==> config.mk <==
export PLATFORM = sky130hd
export DESIGN_NAME = fetch_stage_pq
export DESIGN_NICKNAME = d
export VERILOG_FILES = /design/src/rtl/fetch_stage_pq.sv
export SDC_FILE = /design/constraint.sdc
export NUM_CORES = 1
export LEC_CHECK = 0
export CAP_MARGIN = 15
export CORE_MARGIN = 4
export CORE_UTILIZATION = 45
export CTS_CLUSTER_DIAMETER = 80
export CTS_CLUSTER_SIZE = 24
export DETAILED_ROUTE_END_ITERATION = 10
export PLACE_DENSITY = 0.79
export SYNTH_ARGS = -nofsm -noshare
export SYNTH_HDL_FRONTEND = slang
export SYNTH_SLANG_ARGS = --single-unit
==> constraint.sdc <==
create_clock -name clk -period 5.4 [get_ports clk]
set_input_delay 1.08 -clock clk [delete_from_list [all_inputs] [get_ports clk]]
set_output_delay 1.08 -clock clk [all_outputs]
set_load 0.005 [all_outputs]
==> src/rtl/fetch_stage_pq.sv <==
// Instruction-fetch stage with a DEPTH-entry prefetch queue for variable-latency memories.
// Sequential fetch with credit-based issue, EX redirect squashing, and decode stall/flush.
module fetch_stage_pq #(
   parameter int              XLEN     = 32,
   parameter logic [XLEN-1:0] RESET_PC = '0,
   parameter int              DEPTH    = 4
) (
   input  logic            clk,
   input  logic            rst,
   input  logic            redirect_valid,
   input  logic [XLEN-1:0] redirect_pc,
   input  logic            stall_d,
   input  logic            flush_d,
   output logic            imem_req_valid,
   input  logic            imem_req_ready,
   output logic [XLEN-1:0] imem_req_addr,
   input  logic            imem_resp_valid,
   input  logic [XLEN-1:0] imem_resp_data,
   output logic [XLEN-1:0] instr_d,
   output logic [XLEN-1:0] pc_d,
   output logic [XLEN-1:0] pc_plus4_d,
   output logic            valid_d
);

   localparam int CW = $clog2(DEPTH + 1);
   localparam int PW = $clog2(DEPTH);
   localparam logic [CW:0]   DEPTH_W = (CW + 1)'(DEPTH);
   localparam logic [CW-1:0] FULL    = CW'(DEPTH);

   logic [XLEN-1:0] fetchPc, respPc;
   logic [CW-1:0]   count, outstanding, dropCnt;
   logic [PW-1:0]   wrPtr, rdPtr;
   logic [XLEN-1:0] pcMem    [DEPTH];
   logic [XLEN-1:0] instrMem [DEPTH];

   logic [CW:0]     inUse;
   logic            reqFire, dropResp, push, pop;
   logic [XLEN-1:0] target;

   // Every queued entry and every in-flight request holds a credit, so a
   // returning response always has a free slot.
   assign inUse          = {1'b0, count} + {1'b0, outstanding};
   assign imem_req_valid = !rst && !redirect_valid && (inUse < DEPTH_W);
   assign imem_req_addr  = fetchPc;
   assign reqFire        = imem_req_valid && imem_req_ready;
   assign dropResp       = imem_resp_valid && (dropCnt != '0);
   assign push           = imem_resp_valid && !redirect_valid && (dropCnt == '0);
   assign pop            = !redirect_valid && !flush_d && !stall_d && (count != '0);
   assign target         = redirect_pc & ~XLEN'(3);

   always_ff @(posedge clk) begin
      if (push) begin
         pcMem[wrPtr]    <= respPc;
         instrMem[wrPtr] <= imem_resp_data;
      end
   end

   always_ff @(posedge clk) begin
      if (rst) begin
         fetchPc     <= RESET_PC;
         respPc      <= RESET_PC;
         count       <= '0;
         outstanding <= '0;
         dropCnt     <= '0;
         wrPtr       <= '0;
         rdPtr       <= '0;
      end else begin
         outstanding <= outstanding + CW'(reqFire) - CW'(imem_resp_valid);
         if (redirect_valid) begin
            // Whatever is still in flight after this cycle belongs to the old path.
            fetchPc <= target;
            respPc  <= target;
            dropCnt <= outstanding - CW'(imem_resp_valid);
            count   <= '0;
            wrPtr   <= '0;
            rdPtr   <= '0;
         end else begin
            if (reqFire)  fetchPc <= fetchPc + XLEN'(4);
            if (dropResp) dropCnt <= dropCnt - CW'(1);
            if (push) begin
               respPc <= respPc + XLEN'(4);
               wrPtr  <= wrPtr + PW'(1);
            end
            if (pop) rdPtr <= rdPtr + PW'(1);
            count <= count + CW'(push) - CW'(pop);
         end
      end
   end

   always_ff @(posedge clk) begin
      if (rst || redirect_valid || flush_d) begin
         valid_d    <= 1'b0;
         instr_d    <= '0;
         pc_d       <= '0;
         pc_plus4_d <= '0;
      end else if (!stall_d) begin
         if (count != '0) begin
            valid_d    <= 1'b1;
            instr_d    <= instrMem[rdPtr];
            pc_d       <= pcMem[rdPtr];
            pc_plus4_d <= pcMem[rdPtr] + XLEN'(4);
         end else begin
            valid_d    <= 1'b0;
            instr_d    <= '0;
            pc_d       <= '0;
            pc_plus4_d <= '0;
         end
      end
   end

   always_ff @(posedge clk) begin
      if (!rst && push && !pop) begin
         assert (count != FULL);
      end
   end

endmodule

==> impl_metrics.ini <==
[routing]
top_layer = met4
routed_via_density = 5.59
drc = 0
drtAntennaViolNets = 0
routed_wl_um = 37500
wl_per_cell_um = 20.0
firstDrtPassIters = 5
via_count = 10500
dr_wl_met2_um = 17600
drt-met1-wl_um = 16800
wl_met3_um = 2470
drt_iter0_markers = 709

[setup_path]
crit_path_top_delay_cell = clkdlybuf4s50_1
slowest_delay_ns = 0.53
worstPathArrival_ns = 2.65
cp-startpoint = redirect_valid
worstPathCellList = clkdlybuf4s50_1 > or2_1 > nor3_1 > clkdlybuf4s50_1
regToRegStartpoint = count[1]$_SDFF_PP0_
crit_top_cell = clkdlybuf4s50_1
required_ns = 4.32
cp_max_fo = 10
end_kind = output pin
crit_type = in2out
cp-start-kind = primary input

[final_layout]
drive_gt1_share_pct = 9.06
final_cells = 1870
n_antenna_cell = 0
area_delta_synth_final_pct = 18.1
final_nets = 1476
final_area_um2 = 19600
final_util_pct = 53.8

[global_routing]
grt_pass1_wl_um = 59400
track_usage_pct = 18.2
grt_max_degree = 63
overflow = 0
grt_pass1_vias = 10600
grt_antenna_before_repair = 0

[timing]
hold_viol = 0
post-route-period-util_pct = 69.0
setup_violations = 0
rsz0062_at_grt = no
slew_headroom_pct = 27.1
slew_violations = 0
period_minus_slack_ns = 3.73
worst_pin_slew_ns = 1.08
skew_ns = 0.0380
setup-tns-final_ns = 0
max_freq_mhz = 268

[cts]
cts_hold_buf = 0
cts.path.max_buffers = 3
clock-sinks = 416
cts_tree = yes
cts_setup_buffers = 0
cts_made_buffers = 23
root_buffer = clkbuf_16
clkTransAtPathRegs_ns = 0.08
ctsResizeCount = 0
clk_latency_ns = 0.54
htree_levels = 1

[run_status]
status = finished clean

[floorplanning]
die_area_um2 = 40100
die_h_um = 200
start_util_pct = 45.5
core_area_um2 = 36500
row_count = 70
ios = 201
die_w_um = 200

[min_path]
hold_start = pc_plus4_d[23]$_SDFFE_PP0N_
hold_path.class = reg2reg

[placement]
numPortBuffers = 192
post-place-cells = 1829
place_congestion = 0.835
dpl_cell_area_um2 = 18900
place_hpwl_um = 24500

[synthesis]
async_flop_share_pct = 0
synth_top_area_share_pct = 44.8
synthesis.area_um2 = 16600
ys_types = 59
seq_area_frac_synth_pct = 65.0
yosys.area.top_type = edfxtp_1
yosys_warnings = 0
ys_ff_latch = 416
synthFlopType = edfxtp_1
syn_area_per_cell_um2 = 13.7
ys_top_cells_by_area = edfxtp_1 (45%), dfxtp_1 (20%), mux4_2 (7.4%)
synth_edf_count = 248
netlist_instances = 1218

[power_and_ir_drop]
peakVddDrop_mv = 0.208
p_per_area_nw_per_um2 = 296
p_leak_nw = 6.31

[job]
max-cap-violations = 0
-- critical path: cells and delay by family --
kind,cells,cell delay [ns]
buffers and inverters,2,0.94
AND/OR/NAND/NOR,2,0.62
-- cell usage after synthesis, drive strengths merged, types with 18 or more instances --
cell,instances
nor2,126
o21ai,39
edfxtp,248
dfxtp,168
clkbuf,42
xnor2,25
inv,30
xor2,50
and3,18
a22oi,70
buf,30
nand2,88
a21oi,31
nand3,29
nand4,25
mux4,62
-- final timing paths --
kind                                       to  slack [ns]  depth (start not counted)
hold / removal    pc_plus4_d[23]$_SDFFE_PP0N_        0.45                          2
setup / recovery               imem_req_valid        1.67                          4
setup reg to reg    outstanding[2]$_SDFF_PP0_        2.20                         12
hold reg to reg   pc_plus4_d[23]$_SDFFE_PP0N_        0.45                          2
-- through the flow --
step / hold WS (ns) / setup slack, ns / total power, mW
floorplan: 0.442 / 1.75 / 3.85
global placement: 0.441 / 1.27 / 4.02
detailed placement: 0.442 / 1.25 / 4.04
CTS: 0.453 / 1.66 / 5.86
global route: 0.481 / 1.58 / 6.04
finish: 0.451 / 1.67 / 5.81
-- layout by cell type (no fill, tap or decap), drive strengths merged, types with 17 or more instances in the layout --
cell type        n
o21ai           39
dfxtp          168
a22oi           70
nor2           126
inv             33
edfxtp         248
xnor2           25
a21oi           31
nand2           88
buf             20
mux4            62
nand4           25
clkdlybuf4s50  190
xor2            50
nand3           29
ha              17
clkbuf          35
and3            18
-- cell families after synthesis --
group | count (synthesis) | share of synthesized area, %
compound gates | 196 | 7.71
xor+xnor | 75 | 3.95
fa+ha+maj | 19 | 1.52
buf+inv | 102 | 2.83
flops | 416 | 65.0
mux | 65 | 8.75
other cells | 1 | 0.0225
simple gates | 344 | 10.2
-- power breakdown --
| part | switching (mW) | internal, mW |
|---|---|---|
| clock | 1.01 | 0.829 |
| sequential | 0.0767 | 3.45 |
| combinational | 0.242 | 0.204 |
| total | 1.33 | 4.48 |
-- area by class of cell --
cell class | instances | area [um^2]
Fill cell | 2942 | 16900
Sequential cell | 416 | 10800
Timing Repair Buffer | 210 | 2050
Tap cell | 468 | 586
Clock buffer | 35 | 621
Inverter | 30 | 113
Multi-Input combinational cell | 705 | 5380
Clock inverter | 6 | 77.6
-- sequential cells by signal, summed over array words and instances, names as in the netlist, named ones only --
register / cells
count: 3
dropCnt: 3
imem_req_addr: 30
instrMem: 128
instr_d: 32
outstanding: 3
pcMem: 120
pc_d: 30
pc_plus4_d: 30
rdPtr: 2
respPc: 30
valid_d: 1
wrPtr: 2
-- metal layers --
metal | up-vias | track usage (%)
li1 | 4875 | -
met1 | 5177 | 26.5
met2 | 361 | 29.0
met3 | 44 | 3.35
met4 | 0 | 3.74
met5 | - | 0
No activity file was read; power rests on OpenSTA's default activity.
